File: src/rtl/tt_capture_if.sv
// Truth-table word stream: producer presents 8-bit words with valid/last;
// consumer accepts a word on valid & ready.
interface tt_capture_if;
  logic [7:0] out_data;
  logic       out_valid;
  logic       out_ready;
  logic       out_last;

  modport master (output out_data, output out_valid, output out_last, input out_ready);
  modport slave  (input  out_data, input  out_valid, input  out_last, output out_ready);
endinterface

File: src/rtl/tt_capture.sv
// Exhaustively drives every input vector of a combinational circuit, samples its
// output after a settle delay, then streams the resulting truth table as 8-bit words.
module tt_capture #(
  parameter int N_IN   = 8,
  parameter int SETTLE = 2
) (
  input  logic            clk,
  input  logic            rst_n,
  input  logic            start,
  output logic [N_IN-1:0] pi_drv,
  input  logic            po_in,
  output logic            busy,
  output logic [N_IN:0]   ones_count,
  output logic            done,
  tt_capture_if.master    out
);
  localparam int NV = 1 << N_IN;
  localparam int NW = NV / 8;
  localparam int KW = (N_IN > 3) ? N_IN - 3 : 1;

  typedef enum logic [1:0] {S_IDLE, S_SETTLE, S_SAMPLE, S_STREAM} state_t;

  state_t          state_q;
  logic [N_IN-1:0] pi_q;
  logic [3:0]      cnt_q;
  logic [N_IN:0]   acc_q;
  logic [N_IN:0]   ones_q;
  logic [KW-1:0]   k_q;
  logic            valid_q;
  logic            done_q;
  logic [NV-1:0]   tt_q;

  logic [N_IN:0]   acc_d;
  logic            last_vec;
  logic            last_word;
  logic            accept;
  logic [N_IN-1:0] word_base;

  assign acc_d     = acc_q + (N_IN+1)'(po_in);
  assign last_vec  = (pi_q == {N_IN{1'b1}});
  assign last_word = (k_q == KW'(NW - 1));
  assign accept    = valid_q && out.out_ready;
  assign word_base = N_IN'({k_q, 3'b000});

  always_ff @(posedge clk or negedge rst_n) begin
    if (!rst_n) begin
      state_q <= S_IDLE;
      pi_q    <= '0;
      cnt_q   <= '0;
      acc_q   <= '0;
      ones_q  <= '0;
      k_q     <= '0;
      valid_q <= 1'b0;
      done_q  <= 1'b0;
    end else begin
      done_q <= 1'b0;
      case (state_q)
        S_IDLE: if (start) begin
          pi_q    <= '0;
          cnt_q   <= 4'(SETTLE - 1);
          acc_q   <= '0;
          state_q <= S_SETTLE;
        end
        S_SETTLE: begin
          if (cnt_q == 4'd0) state_q <= S_SAMPLE;
          else               cnt_q   <= cnt_q - 4'd1;
        end
        S_SAMPLE: begin
          acc_q <= acc_d;
          if (last_vec) begin
            ones_q  <= acc_d;
            k_q     <= '0;
            valid_q <= 1'b1;
            state_q <= S_STREAM;
          end else begin
            pi_q    <= pi_q + N_IN'(1);
            cnt_q   <= 4'(SETTLE - 1);
            state_q <= S_SETTLE;
          end
        end
        S_STREAM: if (accept) begin
          if (last_word) begin
            valid_q <= 1'b0;
            done_q  <= 1'b1;
            state_q <= S_IDLE;
          end else begin
            k_q <= k_q + KW'(1);
          end
        end
        default: state_q <= S_IDLE;
      endcase
    end
  end

  // Table storage needs no reset: it is only visible after a full capture rewrites it.
  always_ff @(posedge clk) begin
    if (state_q == S_SAMPLE) tt_q[pi_q] <= po_in;
  end

  assign pi_drv       = pi_q;
  assign busy         = (state_q != S_IDLE);
  assign ones_count   = ones_q;
  assign done         = done_q;
  assign out.out_valid = valid_q;
  assign out.out_data  = valid_q ? tt_q[word_base +: 8] : 8'h00;
  assign out.out_last  = valid_q && last_word;
endmodule

File: src/flat_wrapper.sv
// flat-port wrapper written by rule: the top's interface ports become plain ports
module tt_capture_flat 
#(
  parameter int N_IN   = 8,
  parameter int SETTLE = 2
)
  (clk, rst_n, start, pi_drv, po_in, busy, ones_count, done, out_out_data, out_out_valid, out_out_last, out_out_ready);
  tt_capture_if out_i ();
  input  logic clk;
  input  logic rst_n;
  input  logic start;
  output logic [N_IN-1:0] pi_drv;
  input  logic po_in;
  output logic busy;
  output logic [N_IN:0] ones_count;
  output logic done;
  output wire logic [$bits(out_i.out_data)-1:0] out_out_data;
  output wire logic [$bits(out_i.out_valid)-1:0] out_out_valid;
  output wire logic [$bits(out_i.out_last)-1:0] out_out_last;
  input wire logic [$bits(out_i.out_ready)-1:0] out_out_ready;
  assign out_out_data = out_i.out_data;
  assign out_out_valid = out_i.out_valid;
  assign out_out_last = out_i.out_last;
  assign out_i.out_ready = out_out_ready;
  tt_capture #(.N_IN(N_IN), .SETTLE(SETTLE)) u_core (.clk(clk), .rst_n(rst_n), .start(start), .pi_drv(pi_drv), .po_in(po_in), .busy(busy), .ones_count(ones_count), .done(done), .out(out_i));
endmodule
File: config.mk
export PLATFORM = sky130hd
export DESIGN_NAME = tt_capture_flat
export DESIGN_NICKNAME = d
export VERILOG_FILES = /design/src/rtl/tt_capture_if.sv /design/src/rtl/tt_capture.sv /design/src/flat_wrapper.sv
export SDC_FILE = /design/constraint.sdc
export NUM_CORES = 1
export LEC_CHECK = 0
export ABC_AREA = 1
export BUFFER_PORTS_ARGS = -buffer_cell sky130_fd_sc_hd__buf_4
export CORE_MARGIN = 8
export CORE_UTILIZATION = 55
export DETAILED_ROUTE_END_ITERATION = 8
export HOLD_SLACK_MARGIN = 0.06
export PLACE_DENSITY_LB_ADDON = 0.3
export SYNTH_ARGS = -nofsm -noshare
export SYNTH_HDL_FRONTEND = slang
export SYNTH_SLANG_ARGS = --single-unit
export TNS_END_PERCENT = 1
File: constraint.sdc
create_clock -name clk -period 5.7 [get_ports clk]
set_clock_uncertainty 0.1 [all_clocks]
set_input_delay 0.57 -clock clk [delete_from_list [all_inputs] [get_ports clk]]
set_output_delay 0.57 -clock clk [all_outputs]
set_load 0.01 [all_outputs]
* After elaboration in Yosys (flattened, before gate mapping)
Cells that the tools add are included.
Widths: inputs -> output; s select.
** Word-level totals
- Flip-flop bits (word level) :: 295
- Output and inout port bits :: 29
- Logic and storage cells :: 75
** Cells by class
- Add/sub/neg operators :: 4
- Magnitude comparators :: 2
- Equality and inequality tests :: 13
- Shifts and indexed selects :: 1
- Mux-type cells :: 30
- Reductions and logical operators :: 16
** Operators with widths (number)
- $bwmux 256 :: 1
- $shiftx 256x9->8 :: 1
- $mux 8 :: 3
- $pmux 9 s2 :: 1
- $pmux 8 s2 :: 1
- $reduce_and 4->1 :: 4
- $mux 5 :: 3
- $mux 4 :: 3
- $pmux 4 s3 :: 1
- $mux 2 :: 5
- $pmux 5 s2 :: 1
- $add 9x1->9 :: 1
- $lt 8x9->1 const B :: 1
- $mux 9 :: 1
- $add 8x1->8 const B :: 1
- $demux 1 s8 :: 1
- $eq 8x8->1 const B :: 1
- $ge 8x1->1 const B :: 1
- $ne 2x1->1 const B :: 4
- $ne 2x2->1 const B :: 4
- $pmux 2 s4 :: 1
- $mux 1 :: 7
- $reduce_bool 2->1 :: 3
- $add 5x1->5 const B :: 1
- other kinds (11) :: 15

* Longest topological paths before layout
- Word-level depth :: 5
- Gate-level depth with buffers :: 10
- Depth with buffers taken out :: 10

* Worst setup path after synthesis
OpenSTA, ideal clock, no wires.
- Path type :: register -> output
- Start :: reg u_core.k_q[1]
- End :: out out_out_data[6]
- Arrival time :: 1.430 ns
- Required time :: 5.030 ns
- Setup slack :: 3.600 ns
- Stages on the path, launching flop included :: 8
- Path buffers :: 2
- Cells stage by stage :: dfrtp_1 buf_2 nor2_2 clkbuf_1 a21oi_1 nand3_1 nand3_1 a21oi_1
** Between the ends
- Cells in the longest elaborated chain, start to end :: 2
** RTL lines
- start, declared :: RTL line tt_capture.sv:28 : logic [KW-1:0] k_q;
- start signal, assigned :: RTL line tt_capture.sv:87 : k_q <= k_q + KW'(1);
- $shiftx 256x9->8 :: RTL line tt_capture.sv:105 : assign out.out_data = valid_q ? tt_q[word_base +: 8] : 8'h00;
- $mux 8 :: RTL line tt_capture.sv:105
- end, declared :: RTL line flat_wrapper.sv:17 : output wire logic [$bits(out_i.out_data)-1:0] out_out_data;
Every way passes these cells.

* Worst setup path after layout
- Start :: reg u_core.k_q[0]
- End :: out out_out_data[3]
The elaborated chain is that of the path after synthesis.

==> results.md <==
* Placed cell count at ~1700
* Final nets at 1467
* Drt first pass iters at 5
* CTS Sinks at 295
* Hold_buf cts at 1
* Status: finished, final reports clean
* Synth Cell Area at 13590 sq um
* Max stage delay on crit path at roughly 0.75 ns
* I/O pin count at 34
* CP Buf/Inv Count at 3
* Reg2reg path depth at 8
* Hold Path Stages at 3
* Synthesized area per cell at between 9 and 10 sq um
* Max VDD drop at between 0.2 and 0.3 mV
* Cell repeated most along the worst path: nand3_1
* Postcts setup bufs at 0
* Syn Nets at roughly 1500
* Max_cap viols at 0
* Origin of the critical flop-to-flop path: u_core.k_q[0]$_DFFE_PN0P_
* Max-Slew Margin vs Limit at 21.53%
* Global-route wire length before repair at 55650 microns
* Antenna Cells at 0
* Leak at around 5.5 nW
* Critical Setup Path Class: register to output port
* Commonest cells after routing, fill and taps aside: nand2_1 (428), nor2_1 (292), edfxtp_1 (256)
* RSZ-0062 raised after global routing: no
* Die span in y at 173.2 microns
* Post-Route Utilization at between 60% and 70%
* Reg2reg setup slack at approximately 2.4 ns
* Finished Layout Cells at 1800
* Cells after Synth at roughly 1500
* Post-DRT Antenna Nets at 0
* Die X at ~170 microns
* Wl on met1 at about 14000 microns
* CP max stage cell: dfrtp_4
* Total power at between 6 and 7 mW
* Worst-margin pin slew at 1.177 ns
* # fillers at around 2000
* WHS Endpoint: u_core.done$_DFF_PN0_
* Initial antenna violation count at 0
* Routed via count at 10330
* Final hold violation count at 0
* Core Box Area at 24320 sq um
* Placement row count at 57
* Fin crit share at between 70 and 80%
* Starting Density at 55.88%
* Post-Place Cell Area at 14000 sq um
* Most used DFF post-synth: edfxtp_1
* Fin area at between 15000 and 20000 sq um
* CP delay by family, top: buffers and inverters
* Total grt overflow at 0
* DIE AREA at ~30000 sq um
* TNS Setup at 0 ns
* Vias/cell at approximately 5.7
* Total GRT Usage at a little under a quarter
* CTS tree: done
* Root buffer cell: clkbuf_16
* Layout cells sized above 1 at roughly 7.2%
* EDFF count, synth at between 200 and 300
* Port-buffer cells at 33
* Critical path launch point type: register
* Largest net degree at the start of global routing at around 140
* Pwr/cell area at between 400 and 500 nW/um^2
* FF+latch count, synth at 295
* # DRC at 0
* Clock-pin slew on the worst setup and hold paths at about 0.060 ns
* CP endpoint kind: output port
* Yosys warns at 0
* CTS Buf Count at 30
* Post-CTS sizing at 0
* Fin crit period at 4.099 ns
* DP HPWL at a little over 20000 microns
* Met3 WL post-DR at 3088 microns
* Worst EP arrival at 3.43 ns
* Final WS setup at around 1.6 ns
* DR WL/cell at ~20 microns
* Most common cell after layout, fill and taps aside: nand2_1
* Met2 wire len at approximately 17000 microns
* Worst Hold Class: input port to register
* Drt total wl at between 30000 and 40000 microns
* CP max FO at 76
* FFs w/ async S/R, synth at between 10% and 20%
* Post-synthesis sequential area ratio at 63.75%
* DR top layer: met4
* Area growth syn-to-layout at 10.73%
* Vias in the first global route at 9791
* WP data required at ~5.0 ns
* Fmax at approximately 240 MHz
* Hold_ws at roughly 0.23 ns
* Pre-CTS WS at approximately 2.2 ns
* Final setup viols at 0
* GP Congestion at 0.8299
* Capturing point of the worst reg2reg path: u_core.state_q[1]$_DFFE_PN0P_
* CTS Buffer Depth at 3
* Final Slew Violations at 0
* Initial DRC count at around 1200
* CP cell instances: inv_4, buf_12, nand2_1, nand3_1, nand3_1, nand3_1, nand3_1, a21oi_1, buf_4
* Distinct cells, synth at 34
* Hold_sp: out_out_ready
* H-tree depth at 1
* Clock Latency Late Sink at between 0.5 and 0.6 ns
==> cells in the mapped netlist, types with 2 or more instances <==
| master | number | area share [%] |
|---|---|---|
| nand3_1 | 156 | 5.7 |
| clkbuf_1 | 34 | 0.94 |
| a21oi_1 | 47 | 1.7 |
| nor3_1 | 10 | 0.37 |
| nor2_4 | 2 | 0.17 |
| buf_2 | 29 | 1.1 |
| nor2_1 | 292 | 8.1 |
| nand2_1 | 428 | 12 |
| buf_1 | 11 | 0.30 |
| inv_2 | 3 | 0.083 |
| ha_1 | 10 | 0.92 |
| nand2_2 | 3 | 0.14 |
| nor2_2 | 2 | 0.092 |
| edfxtp_1 | 256 | 57 |
| clkinv_1 | 7 | 0.19 |
| dfrtp_1 | 39 | 7.2 |
| o22ai_1 | 6 | 0.28 |
| xor2_1 | 6 | 0.39 |
| o21ai_0 | 24 | 0.88 |
| nand4_1 | 7 | 0.32 |
| o31ai_1 | 2 | 0.11 |
| inv_1 | 66 | 1.8 |
==> power breakdown <==
part / switching [mW] / internal, mW
clock: 0.814 / 1.18
sequential: 0.125 / 2.42
combinational: 1.38 / 0.631
==> kinds of logic (layout without fill, tap and decap cells) <==
| kind of cell | count (synthesis) | after routing | share of synthesized area, % |
|---|---|---|---|
| xor gates and xnor gates | 7 | 7 | 0.4511 |
| and+or+nand+nor | 905 | 905 | 27.10 |
| AOI/OAI and AO/OA | 82 | 82 | 3.195 |
| buffers and inverters | 153 | 177 | 4.585 |
| DFF | 295 | 295 | 63.75 |
| adders and majority gates | 10 | 10 | 0.9206 |
==> cell type report <==
class | count | area [sq um] | area share (%)
inverter | 77 | 292.8 | 1.946
tap | 324 | 405.4 | 2.694
timing repair buffer | 44 | 369.1 | 2.453
sequential | 295 | 8667 | 57.60
clock buffer | 43 | 902.1 | 5.995
clock inverter | 13 | 107.6 | 0.7151
multi-input combinational | 1004 | 4304 | 28.60
==> routing by layer <==
metal | GRT usage [%] | vias to the layer above
met4 | 7.258 | 0
met1 | 31.04 | 4965
met3 | 3.594 | 66
li1 | - | 4789
met2 | 39.35 | 507
met5 | 0 | -
==> worst reg2reg max path, cell delays in order, from the launching register on <==
cell and delay [ns]:
dfrtp_4 0.91, buf_4 0.75, ha_1 0.32, inv_1 0.06, nor3_1 0.15, ha_1 0.23, inv_1 0.08, o21ai_0 0.34
o311ai_0 0.21
==> registers in the layout (all words and copies together) (netlist names) <==
| name | count |
|---|---|
| u_core.pi_drv | 8 |
| u_core.acc_q | 9 |
| u_core.tt_q | 256 |
| u_core.out.out_valid | 1 |
| u_core.cnt_q | 4 |
| u_core.done | 1 |
| u_core.ones_count | 9 |
| u_core.k_q | 5 |
| u_core.state_q | 2 |
==> worst max path at each step <==
stage	from	to	slack [ns]	cells after the start
3_3_place_gp	u_core.k_q[0]$_DFFE_PN0P_	out_out_data[3]	2.25	9
5_1_grt	u_core.k_q[0]$_DFFE_PN0P_	out_out_data[6]	1.47	11
2_1_floorplan	u_core.k_q[1]$_DFFE_PN0P_	out_out_data[6]	3.60	7
6_report	u_core.k_q[0]$_DFFE_PN0P_	out_out_data[3]	1.60	9
3_5_place_dp	u_core.k_q[0]$_DFFE_PN0P_	out_out_data[3]	2.24	9
4_1_cts	u_core.k_q[0]$_DFFE_PN0P_	out_out_data[3]	1.64	9
Power figures use the tool's default switching activity.
